## src/rtl/score_sequencer.sv

```systemverilog
// score_sequencer: shares one two-digit BCD incrementer between the left and
// right score registers. Point pulses are queued per player (saturating
// counters), granted round-robin, applied low digit then high digit, and
// the winning score freezes play until clr_score or reset.
module score_sequencer #(
    parameter logic [7:0] WIN_SCORE = 8'h11,
    parameter int unsigned PEND_MAX = 3
) (
    input  logic       clk,
    input  logic       rst_n,
    input  logic       pt_left,
    input  logic       pt_right,
    input  logic       clr_score,
    output logic [7:0] score_left,
    output logic [7:0] score_right,
    output logic       busy,
    output logic       game_over,
    output logic       winner
);

    localparam logic [2:0] IDLE      = 3'd0;
    localparam logic [2:0] INC_LO    = 3'd1;
    localparam logic [2:0] INC_HI    = 3'd2;
    localparam logic [2:0] CHECK     = 3'd3;
    localparam logic [2:0] GAME_OVER = 3'd4;

    localparam logic [1:0] PEND_SAT = 2'(PEND_MAX);
    localparam logic       SIDE_L   = 1'b0;
    localparam logic       SIDE_R   = 1'b1;

    logic [2:0] state_q,      state_d;
    logic [1:0] pend_l_q,     pend_l_d;
    logic [1:0] pend_r_q,     pend_r_d;
    logic [7:0] score_l_q,    score_l_d;
    logic [7:0] score_r_q,    score_r_d;
    logic       grant_q,      grant_d;
    logic       last_grant_q, last_grant_d;
    logic [3:0] lo_q,         lo_d;
    logic       carry_q,      carry_d;
    logic       game_over_q,  game_over_d;
    logic       winner_q,     winner_d;

    logic [7:0] sel_score;
    logic [4:0] lo_inc;
    logic [4:0] hi_inc;
    logic       inc_l, inc_r;
    logic       dec_l, dec_r;

    // One BCD digit plus carry-in; returns {carry_out, digit}.
    function automatic logic [4:0] bcd_inc(input logic [3:0] d, input logic cin);
        logic [4:0] s;
        s = {1'b0, d} + {4'b0, cin};
        if (s > 5'd9) begin
            bcd_inc = {1'b1, 4'(s - 5'd10)};
        end else begin
            bcd_inc = s;
        end
    endfunction

    // Pending counter: a grant and a new pulse in the same cycle cancel out.
    function automatic logic [1:0] pend_next(input logic [1:0] q, input logic inc,
                                             input logic dec);
        if (inc && !dec) begin
            pend_next = (q == PEND_SAT) ? q : q + 2'd1;
        end else if (dec && !inc) begin
            pend_next = q - 2'd1;
        end else begin
            pend_next = q;
        end
    endfunction

    assign sel_score = grant_q ? score_r_q : score_l_q;
    assign lo_inc    = bcd_inc(sel_score[3:0], 1'b1);
    assign hi_inc    = bcd_inc(sel_score[7:4], carry_q);

    // Arbitration, digit sequencing and win detection.
    always_comb begin
        state_d      = state_q;
        score_l_d    = score_l_q;
        score_r_d    = score_r_q;
        grant_d      = grant_q;
        last_grant_d = last_grant_q;
        lo_d         = lo_q;
        carry_d      = carry_q;
        game_over_d  = game_over_q;
        winner_d     = winner_q;
        inc_l        = pt_left  && (state_q != GAME_OVER);
        inc_r        = pt_right && (state_q != GAME_OVER);
        dec_l        = 1'b0;
        dec_r        = 1'b0;

        case (state_q)
            IDLE: begin
                if (pend_l_q != 2'd0 || pend_r_q != 2'd0) begin
                    if (pend_l_q != 2'd0 && pend_r_q != 2'd0) begin
                        grant_d = ~last_grant_q;
                    end else begin
                        grant_d = (pend_r_q != 2'd0) ? SIDE_R : SIDE_L;
                    end
                    last_grant_d = grant_d;
                    dec_l        = (grant_d == SIDE_L);
                    dec_r        = (grant_d == SIDE_R);
                    state_d      = INC_LO;
                end
            end
            INC_LO: begin
                lo_d    = lo_inc[3:0];
                carry_d = lo_inc[4];
                state_d = INC_HI;
            end
            INC_HI: begin
                // A tens carry-out means 99 -> 100; hold the score at 99 instead.
                if (!hi_inc[4]) begin
                    if (grant_q == SIDE_R) begin
                        score_r_d = {hi_inc[3:0], lo_q};
                    end else begin
                        score_l_d = {hi_inc[3:0], lo_q};
                    end
                end
                state_d = CHECK;
            end
            CHECK: begin
                if (sel_score == WIN_SCORE) begin
                    game_over_d = 1'b1;
                    winner_d    = grant_q;
                    state_d     = GAME_OVER;
                end else begin
                    state_d = IDLE;
                end
            end
            GAME_OVER: begin
                state_d = GAME_OVER;
            end
            default: begin
                state_d = IDLE;
            end
        endcase

        pend_l_d = pend_next(pend_l_q, inc_l, dec_l);
        pend_r_d = pend_next(pend_r_q, inc_r, dec_r);
        if (state_q == GAME_OVER) begin
            pend_l_d = '0;
            pend_r_d = '0;
        end

        // Match restart overrides everything, including a same-cycle point.
        if (clr_score) begin
            state_d      = IDLE;
            score_l_d    = '0;
            score_r_d    = '0;
            pend_l_d     = '0;
            pend_r_d     = '0;
            game_over_d  = 1'b0;
            winner_d     = 1'b0;
            last_grant_d = SIDE_R;
            grant_d      = SIDE_L;
            lo_d         = '0;
            carry_d      = 1'b0;
        end
    end

    // State registers with asynchronous reset.
    always_ff @(posedge clk or negedge rst_n) begin
        if (!rst_n) begin
            state_q      <= IDLE;
            pend_l_q     <= '0;
            pend_r_q     <= '0;
            score_l_q    <= '0;
            score_r_q    <= '0;
            grant_q      <= SIDE_L;
            last_grant_q <= SIDE_R;
            lo_q         <= '0;
            carry_q      <= 1'b0;
            game_over_q  <= 1'b0;
            winner_q     <= 1'b0;
        end else begin
            state_q      <= state_d;
            pend_l_q     <= pend_l_d;
            pend_r_q     <= pend_r_d;
            score_l_q    <= score_l_d;
            score_r_q    <= score_r_d;
            grant_q      <= grant_d;
            last_grant_q <= last_grant_d;
            lo_q         <= lo_d;
            carry_q      <= carry_d;
            game_over_q  <= game_over_d;
            winner_q     <= winner_d;
        end
    end

    assign score_left  = score_l_q;
    assign score_right = score_r_q;
    assign busy        = (state_q != IDLE);
    assign game_over   = game_over_q;
    assign winner      = winner_q;

endmodule

```

## config.mk

```make
export PLATFORM = sky130hd
export DESIGN_NAME = score_sequencer
export DESIGN_NICKNAME = d
export VERILOG_FILES = /design/src/rtl/score_sequencer.sv
export SDC_FILE = /design/constraint.sdc
export NUM_CORES = 1
export LEC_CHECK = 0
export CORE_MARGIN = 2
export CORE_UTILIZATION = 43
export CTS_BUF_LIST = sky130_fd_sc_hd__clkbuf_4 sky130_fd_sc_hd__clkbuf_8
export DETAILED_ROUTE_END_ITERATION = 16
export HOLD_SLACK_MARGIN = 0.08
export PLACE_DENSITY = 0.66
export SYNTH_ARGS = -nofsm -noshare
export SYNTH_HDL_FRONTEND = slang
export SYNTH_SLANG_ARGS = --single-unit
```

## constraint.sdc

```tcl
create_clock -name clk -period 2.6 [get_ports clk]
set_input_delay 0.52 -clock clk [delete_from_list [all_inputs] [get_ports clk]]
set_output_delay 0.52 -clock clk [all_outputs]
set_load 0.05 [all_outputs]
```

==> flow_metrics.env <==
export IMPL_ff2ff_path_depth=11
export IMPL_dp_final_hpwl_mm=3.74
export IMPL_antenna_found_initial=0
export IMPL_slowest_delay_ns=0.42
export IMPL_leakagePower_uw=0.00114
export IMPL_synth_nets=245
export IMPL_cap_violations=0
export IMPL_tritoncts="built"
export IMPL_clockPowerShare=0.219
export IMPL_internal_power_uw=1420
export IMPL_instances_no_fill=329
export IMPL_syn_inst=231
export IMPL_die_area_sq_um=5440
export IMPL_final_core_util=0.590
export IMPL_diodes=0
export IMPL_path_cells="mux2_4 -> ha_4 -> ha_4 -> xnor2_4 -> inv_2 -> ha_4 -> and4b_2 -> o22a_4 -> clkbuf_4 -> o21ai_0 -> a21oi_1"
export IMPL_peakVddDrop_mv=0.652
export IMPL_drc=0
export IMPL_clkLatencyLatePin_ns=0.28
export IMPL_dr_pass1_iters=4
export IMPL_nFillCells=426
export IMPL_crit_path_end_kind="flip-flop"
export IMPL_arrival_ns=2.74
export IMPL_layout_commonest_cell="dfrtp_1"
export IMPL_ys_types=51
export IMPL_fmax_ghz=0.389
export IMPL_ioPinCount=24
export IMPL_reg2reg_to="score_right[5]"
export IMPL_start_kind="flip-flop"
export IMPL_rows=25
export IMPL_cts_max_path_buffers=2
export IMPL_start_util=0.446
export IMPL_min_to="game_over"
export IMPL_wire_per_inst_um=16.4
export IMPL_hold_path_cell_count=2
export IMPL_power_switching_uw=952
export IMPL_finalSetupViolCount=0
export IMPL_ys_warn_count=0
export IMPL_crit_fanout=6
export IMPL_port_buffers=23
export IMPL_ys_ff_latch=32
export IMPL_startpoint="grant_q"
export IMPL_cts_made_buffers=5
export IMPL_ys_seq_area_frac=0.383
export IMPL_grt_pass1_vias=1821
export IMPL_syn_area_sq_um=2090
export IMPL_crit_required_ns=2.77
export IMPL_die_x_um=73.8
export IMPL_clock_sinks=32
export IMPL_area_growth_pct=32.4
export IMPL_placed_area_sq_um=2490
export IMPL_hold_start="game_over"
export IMPL_clkTransAtPathRegs_ns=0.07
export IMPL_reg2reg_setup_slack_ns=0.03
export IMPL_layout_drive_gt1_share=0.233
export IMPL_critPathKind="reg2reg"
export IMPL_final_setup_worst_slack_ns=0.0292
export IMPL_p_seq_frac=0.306
export IMPL_slew_limit_headroom=0.657
export IMPL_h_tree_depth=2
export IMPL_drtAntennaViolNets=0
export IMPL_hold_class="reg2reg"
export IMPL_grtUsageTotal=0.212
export IMPL_grt_pass1_wl_mm=8.85
export IMPL_grt_overflow=0
export IMPL_gp_congestion=0.867
export IMPL_path_buf_inv=2
export IMPL_wl_mm=5.40
export IMPL_hold_viol=0
export IMPL_dp_cells=313
export IMPL_status="completed"
export IMPL_final_area_sq_um=2770
export IMPL_post_drt_via_cell_ratio=5.88
export IMPL_grt_max_degree=33
export IMPL_final_period_utilization=0.989
export IMPL_ys_flop_type="dfrtp_1"
export IMPL_drv_slew=0
export IMPL_core_area_sq_um=4690
export IMPL_dp_slack_ns=-0.0348
export IMPL_synthArstFlopShare=1.00
export IMPL_critPathTopFamily="compound AO/OA/AOI/OAI gates"
export IMPL_post_route_min_period_ns=2.57
export IMPL_combinationalPowerShare=0.474
export IMPL_crit_slowest_cell="dfrtp_1"
export IMPL_initialDrtViolationCount=132
export IMPL_die_y_um=73.8
export IMPL_worstMarginPinSlew_ns=0.513
export IMPL_synth_edf_count=0
export IMPL_power_density_nw_per_um2=856
export IMPL_cts_root_buf="clkbuf_8"
export IMPL_fin_skew_ns=0.00586
export IMPL_cpMostUsedCell="ha_4"
export IMPL_final_cell_mix="dfrtp_1 (29), a21oi_1 (26), clkdlybuf4s50_1 (23)"
export IMPL_synth_avg_cell_area_sq_um=9.06
export IMPL_final_nets=288
export IMPL_p_sw_frac=0.401
export IMPL_r2r_start="grant_q"
export IMPL_routed_via_count=1935
==> worst register-to-register path, cell delays in order, from the launching register on <==
cell and delay, ns:
dfrtp_1 0.42, mux2_4 0.34, ha_4 0.17, ha_4 0.18
xnor2_4 0.15, inv_2 0.09, ha_4 0.16, and4b_2 0.26
o22a_4 0.22, clkbuf_4 0.17, o21ai_0 0.21, a21oi_1 0.10
==> registers in the layout (all words and copies together) (netlist names) <==
signal	flops
lo_q	4
carry_q	1
last_grant_q	1
grant_q	1
state_q	3
score_right	8
pend_l_q	2
pend_r_q	2
winner	1
game_over	1
score_left	8
==> worst max-delay path by stage <==
stage / to / cells past startpoint / slack (ns)
floorplan: score_right[6] / 11 / 0.01
global placement: score_left[5] / 11 / 0.06
detailed placement: score_left[5] / 12 / -0.03
CTS: score_left[5] / 11 / 0.005
global route: score_left[4] / 12 / -0.04
finish: score_right[5] / 11 / 0.03
==> power by group through the flow <==
stage	clock network [uW]	logic, uW	registers (uW)
2_1_floorplan	0	727	764
3_3_place_gp	0	1040	726
3_5_place_dp	0	1050	729
4_1_cts	531	1070	721
5_1_grt	558	1240	745
6_report	520	1120	726
==> area by class of cell <==
class,count,area (sq um),area share
Timing Repair Buffer,47,425,0.154
Clock buffer,7,96.3,0.0348
Sequential cell,32,805,0.290
Tap cell,54,67.6,0.0244
Clock inverter,1,30.0,0.0108
Multi-Input combinational cell,178,1310,0.472
Inverter,10,37.5,0.0136
==> logic make-up (layout without fill, tap and decap cells) <==
family          Yosys count  count (layout)  share of synthesized area
compound gates           78              78                      0.228
simple gates             75              75                      0.199
flops                    32              32                      0.383
buf+inv                  21              65                     0.0455
mux                      11              11                     0.0610
fa+ha+maj                 9               9                     0.0538
xor+xnor                  5               5                     0.0299
==> per-layer routing <==
| metal | vias up | wire length (um) | GRT usage |
|---|---|---|---|
| li1 | 937 | - | - |
| met1 | 939 | 2490 | 0.292 |
| met2 | 51 | 2580 | 0.340 |
| met3 | 8 | 261 | 0.0384 |
| met4 | 0 | 68 | 0.0646 |
| met5 | - | 0 | 0 |
==> what timing repair did <==
item	CTS	global route
gates resized for setup	3	19
pin swaps	3	9
setup buffers	2	4
setup endpoints to repair	7	19
gates cloned	0	2
hold buffers	0	0
==> Yosys cell counts (3+ instances only) <==
library cell | count | area share
nand4b_1 | 5 | 0.021
o21ai_1 | 3 | 0.0072
dfrtp_1 | 31 | 0.37
clkbuf_1 | 5 | 0.0090
inv_1 | 9 | 0.016
ha_1 | 9 | 0.054
mux2i_1 | 6 | 0.029
xnor2_1 | 3 | 0.013
and3_1 | 3 | 0.0090
nand3_1 | 15 | 0.036
mux2_2 | 4 | 0.022
nand4_1 | 3 | 0.0090
nand3b_1 | 4 | 0.014
nor2_1 | 16 | 0.029
o21ai_0 | 23 | 0.055
a211oi_2 | 3 | 0.018
a211oi_1 | 7 | 0.025
a21oi_1 | 28 | 0.067
nand2_1 | 13 | 0.023
==> through the flow <==
| stage | power (uW) | hold slack, ns | TNS, ns |
|---|---|---|---|
| after global placement | 1760 | 0.514 | 0 |
| after floorplan | 1490 | 0.224 | 0 |
| final | 2370 | 0.532 | 0 |
| after global routing | 2540 | 0.557 | -0.282 |
| after detailed placement | 1780 | 0.525 | -0.0348 |
| after CTS | 2320 | 0.535 | 0 |
(Power assumes the default switching activity.)
